File: config.mk
export PLATFORM = sky130hd
export DESIGN_NAME = parallel2serial
export DESIGN_NICKNAME = d
export VERILOG_FILES = /design/src/rtl/serial_link_pkg.sv /design/src/rtl/p2s_hold_reg.sv /design/src/rtl/parallel2serial.sv
export SDC_FILE = /design/constraint.sdc
export NUM_CORES = 1
export LEC_CHECK = 0
export CORE_MARGIN = 10
export CORE_UTILIZATION = 41
export CTS_CLUSTER_DIAMETER = 60
export DETAILED_ROUTE_END_ITERATION = 8
export PLACE_DENSITY_LB_ADDON = 0.08
export SYNTH_ARGS = -nofsm -noshare
export SYNTH_HDL_FRONTEND = slang
export SYNTH_HIERARCHICAL = 1
export SYNTH_SLANG_ARGS = --single-unit
File: constraint.sdc
create_clock -name clk -period 1.2 [get_ports clk]
set_input_delay 0.12 -clock clk [delete_from_list [all_inputs] [get_ports clk]]
set_output_delay 0.12 -clock clk [all_outputs]
set_load 0.005 [all_outputs]
File: src/rtl/serial_link_pkg.sv
// serial_link_pkg
//   Shared definitions for the serial link (parallel2serial / serial2parallel).
//   - N_DEFAULT : default word width shared by both ends of the link
//   - ST_IDLE / ST_SHIFT and state_t : transmitter state encoding
//   - CNT_W(n) : bit-counter width for an n-bit frame
package serial_link_pkg;

  localparam int N_DEFAULT = 8;

  localparam logic ST_IDLE  = 1'b0;
  localparam logic ST_SHIFT = 1'b1;

  typedef enum logic {
    IDLE  = ST_IDLE,
    SHIFT = ST_SHIFT
  } state_t;

  function automatic int CNT_W(input int n);
    return $clog2(n);
  endfunction

endpackage

File: src/rtl/p2s_hold_reg.sv
// p2s_hold_reg
//   One-entry valid/data register used as the skid buffer of parallel2serial.
//   A push and a pop in the same cycle leave the entry full with the new data.
// Ports:
//   clk    in   clock, rising edge
//   reset  in   asynchronous active-high reset, empties the entry
//   push   in   write din into the entry
//   pop    in   release the entry
//   din    in   W-bit word to park
//   valid  out  entry holds a word
//   data   out  parked word
module p2s_hold_reg #(
  parameter int W = 8
) (
  input  logic         clk,
  input  logic         reset,
  input  logic         push,
  input  logic         pop,
  input  logic [W-1:0] din,
  output logic         valid,
  output logic [W-1:0] data
);

  always_ff @(posedge clk or posedge reset) begin
    if (reset) begin
      valid <= 1'b0;
      data  <= '0;
    end else if (push) begin
      valid <= 1'b1;
      data  <= din;
    end else if (pop) begin
      valid <= 1'b0;
    end
  end

endmodule

File: src/rtl/parallel2serial.sv
// parallel2serial
//   Serial link transmitter: accepts an N-bit word over valid/ready and shifts
//   it out LSB-first, one bit per clk, with serial_start on bit 0 and done on
//   bit N-1.
//   Build option P2S_SKID_EN: adds a one-entry hold buffer so that a word
//   accepted during a frame follows it with no idle gap. Without it the block
//   only accepts in IDLE and frames are separated by at least one idle cycle.
// Ports:
//   clk           in   clock, rising edge
//   reset         in   asynchronous active-high reset
//   in_valid      in   producer offers a word on din
//   din           in   N-bit word, sampled only on accept
//   in_ready      out  a word can be accepted this cycle
//   q             out  serial data bit (registered, 0 when idle)
//   serial_start  out  pulse on bit 0 of each frame (registered)
//   busy          out  frame bits are on q this cycle
//   done          out  pulse on bit N-1 of each frame
module parallel2serial
  import serial_link_pkg::*;
#(
  parameter int N = N_DEFAULT
) (
  input  logic         clk,
  input  logic         reset,
  input  logic         in_valid,
  input  logic [N-1:0] din,
  output logic         in_ready,
  output logic         q,
  output logic         serial_start,
  output logic         busy,
  output logic         done
);

  localparam int CW = CNT_W(N);
  localparam logic [CW-1:0] LAST_BIT = CW'(N - 1);

  state_t         state, state_n;
  logic [CW-1:0]  bit_cnt, bit_cnt_n;
  logic [N-1:0]   shift_reg, shift_reg_n;
  logic           start_r, start_n;

  logic           accept;
  logic           last;
  logic           hold_valid;
  logic [N-1:0]   hold_data;

  assign accept = in_valid && in_ready;
  assign last   = (state == SHIFT) && (bit_cnt == LAST_BIT);

`ifdef P2S_SKID_EN
  logic push;
  logic pop;

  // A word accepted on the last bit with the buffer empty loads the shift
  // register directly, so only mid-frame accepts are parked. Accept implies
  // an empty buffer, so drain and park never collide.
  assign push = accept && (state == SHIFT) && !last;
  assign pop  = last && hold_valid;

  p2s_hold_reg #(.W(N)) u_hold (
    .clk   (clk),
    .reset (reset),
    .push  (push),
    .pop   (pop),
    .din   (din),
    .valid (hold_valid),
    .data  (hold_data)
  );

  assign in_ready = !reset && !hold_valid;
`else
  assign hold_valid = 1'b0;
  assign hold_data  = '0;
  assign in_ready   = !reset && (state == IDLE);
`endif

  always_ff @(posedge clk or posedge reset) begin
    if (reset) begin
      state     <= IDLE;
      bit_cnt   <= '0;
      shift_reg <= '0;
      start_r   <= 1'b0;
    end else begin
      state     <= state_n;
      bit_cnt   <= bit_cnt_n;
      shift_reg <= shift_reg_n;
      start_r   <= start_n;
    end
  end

  always_comb begin
    state_n     = state;
    bit_cnt_n   = bit_cnt;
    shift_reg_n = shift_reg;
    start_n     = 1'b0;
    case (state)
      IDLE: begin
        if (accept) begin
          state_n     = SHIFT;
          bit_cnt_n   = '0;
          shift_reg_n = din;
          start_n     = 1'b1;
        end
      end
      SHIFT: begin
        if (!last) begin
          bit_cnt_n   = bit_cnt + CW'(1);
          shift_reg_n = {1'b0, shift_reg[N-1:1]};
        end else if (hold_valid) begin
          // Parked word goes first; it was accepted before anything newer.
          bit_cnt_n   = '0;
          shift_reg_n = hold_data;
          start_n     = 1'b1;
        end else if (accept) begin
          bit_cnt_n   = '0;
          shift_reg_n = din;
          start_n     = 1'b1;
        end else begin
          state_n     = IDLE;
          bit_cnt_n   = '0;
          shift_reg_n = '0;
        end
      end
      default: begin
        state_n     = IDLE;
        bit_cnt_n   = '0;
        shift_reg_n = '0;
      end
    endcase
  end

  // shift_reg is zero in IDLE, so q reads 0 between frames.
  assign q            = shift_reg[0];
  assign serial_start = start_r;
  assign busy         = (state == SHIFT);
  assign done         = last;

endmodule
==> flow_summary.yaml <==
critical_path:
  start_kind: "flip-flop"
  path_delay_family: "flip-flops"
  slowest_delay_ns: 0.39
  critical_path_class: "flip-flop to output port"
  worst-path-buf-inv: 1
  cp-end-kind: "output port"
  cp.required_ns: 1.08
  cp_slowest_cell: "dfrtp_1"
  path_cells: "ha_2 -> ha_4 -> and2_1 -> buf_2"
  arrival_ns: 1.26
  critPathMaxFanout: 2
global_routing:
  antenna_found_initial: 0
  grt_pass1_vias: 522
  grt_max_degree: 16
  grt_pass1_wl_um: 2420
  grt_use_total_pct: 8.84
  overflow: 0
sta:
  whs_ns: 0.217
  setup_viol: 2
  rsz0062_at_grt: "yes"
  fin_crit_ns: 1.38
  fin_ws_ns: -0.184
  maxSlewHeadroom_pct: 88.7
  tightest_slew_ns: 0.164
  slew_viol_final: 0
  fin_crit_sh_pct: 115
  fin_skew_ns: 0.00114
  timing.fmax_mhz: 723
  finalHoldViolCount: 0
power:
  p_comb_share_pct: 49.7
  p_sw_share_pct: 35.5
  leakage_nw: 0.433
  power_switching_mw: 0.672
  p_seq_share_pct: 35.7
  power.internal_mw: 1.22
  peakVddDrop_v: 0.00111
  power_frac_clock_pct: 14.6
  power_mw: 1.89
  power.density_nw_per_um2: 2070
layout:
  multiInputGateArea_um2: 315
  drive_gt1_share_pct: 32.2
  largest_reg_flops: 8
  num-fill-cells: 117
  final_core_util_pct: 67.1
  regArea_um2: 325
  layout_common_cells: "nand2_1 (15), dfrtp_1 (13), buf_4 (12)"
  antenna_cells: 0
  fin_nets: 101
  mostFrequentLayoutCell: "nand2_1"
  syn_to_final_growth_pct: 47.8
floorplan:
  fp.dieArea_um2: 3470
  initial_core_util_pct: 45.4
  die_x_um: 58.9
  rows: 13
  die_y_um: 58.9
  num_io_pins: 16
  coreArea_um2: 1370
clock_tree:
  cts_sinks: 13
  clockRootBuffer: "clkbuf_4"
  cts_made_buffers: 3
  htreeDepth: 1
  hold_buffers: 0
  clock_latency_ns: 0.28
  clockBufferDepth: 2
  cts.clk_slew.worst_paths_ns: 0.08
  cts_tree: "yes"
detailed_routing:
  ant_nets: 0
  drc: 0
  drt-total-wl_um: 1480
  wire_per_inst_um: 14.5
  dr_total_vias: 525
  drt_iter0_drc: 14
  dr.pass1.iters: 4
  vias_per_cell: 5.15
synth:
  ys_ff_latch: 13
  synth_warnings: 6
  synth_top_area_share_pct: 52.4
  synth.largest_area_cell: "dfrtp_1"
  ys_types: 15
  syn-cell-area_um2: 621
  synth_nets: 75
  synth_area_leaders: "dfrtp_1 (52%), mux2i_1 (13%), nand2_1 (9.1%), o22ai_1 (9.1%), ha_1 (4.0%)"
  ys_seq_area_share_pct: 52.4
  avgSynthCellArea_um2: 10.0
  synthCells: 62
placement:
  hpwl_um: 1070
  dp_slack_ns: -0.267
  gp_congestion: 0.705
  io_buffers: 15
status:
  violations: "setup timing"
  outcome: "finished with violations"
run:
  max_cap_violations: 0
worst_hold_path:
  hold_class: "input pin to async pin"
-- Yosys cell counts, drive strengths merged --
cell and count:
a21oi 1, and2 1, buf 5, clkbuf 1, dfrtp 13, ha 2
inv 1, mux2i 8, nand2 15, nand2b 1, nor2 3, nor2b 1
o21ai 1, o22ai 9
-- final timing paths --
path,depth (start not counted),from,slack (ns),endpoint
min in group clk,3,din[7],0.40,shift_reg[7]
setup / recovery,4,bit_cnt[0],-0.18,done
max in group asynchronous,3,reset,0.82,shift_reg[0]
hold / removal,3,reset,0.22,serial_start
setup reg to reg,6,bit_cnt[0],0,bit_cnt[0]
hold reg to reg,2,shift_reg[4],0.55,shift_reg[3]
-- per-layer routing --
layer	track usage [%]	vias to the layer above	routed length, um
met5	0	-	0
met4	3.93	0	31
met3	3.43	4	128
li1	-	261	-
met2	13.2	17	648
met1	10.9	243	666
-- worst min-delay path: stages --
cell,delay (ns)
clkdlybuf4s50_1,0.46
inv_1,0.07
buf_4,0.21
-- stage by stage --
stage / cell area (um2) / TNS (ns) / instances
after floorplan: 621 / 0 / 62
after global placement: 816 / -1.16 / 94
after detailed placement: 816 / -1.36 / 94
after CTS: 857 / -0.199 / 101
after global routing: 917 / -0.458 / 102
final: 917 / -0.187 / 102
-- area by class of cell --
cell class                 count  share of cell area (%)
clock buffer                   3                    2.46
clock inverter                 1                   0.546
inverter                       1                   0.409
multi-input combinational     42                    34.4
sequential                    13                    35.5
tap                           15                    2.05
timing repair buffer          27                    24.7
-- logic make-up after synthesis --
family,share of synthesized area [%]
AND/OR/NAND/NOR,13.9
multiplexers,12.9
adder cells (fa/ha/maj),4.03
buffers and inverters,6.05
AO/OA/AOI/OAI,10.7
flip-flops,52.4
-- timing repair --
item / 4_1_cts / 5_1_grt
resized for setup: 13 / 9
buffers inserted: 3 / 1
pin swaps: 1 / 3
setup endpoints to repair: 8 / 9
-- power by group through the flow --
stage,clock network (mW),registers [mW],logic (mW)
floorplan,0,0.663,0.458
global placement,0,0.682,0.708
detailed placement,0,0.693,0.734
CTS,0.283,0.672,0.787
global route,0.312,0.701,1.04
finish,0.276,0.677,0.942
(Power assumes the default switching activity.)
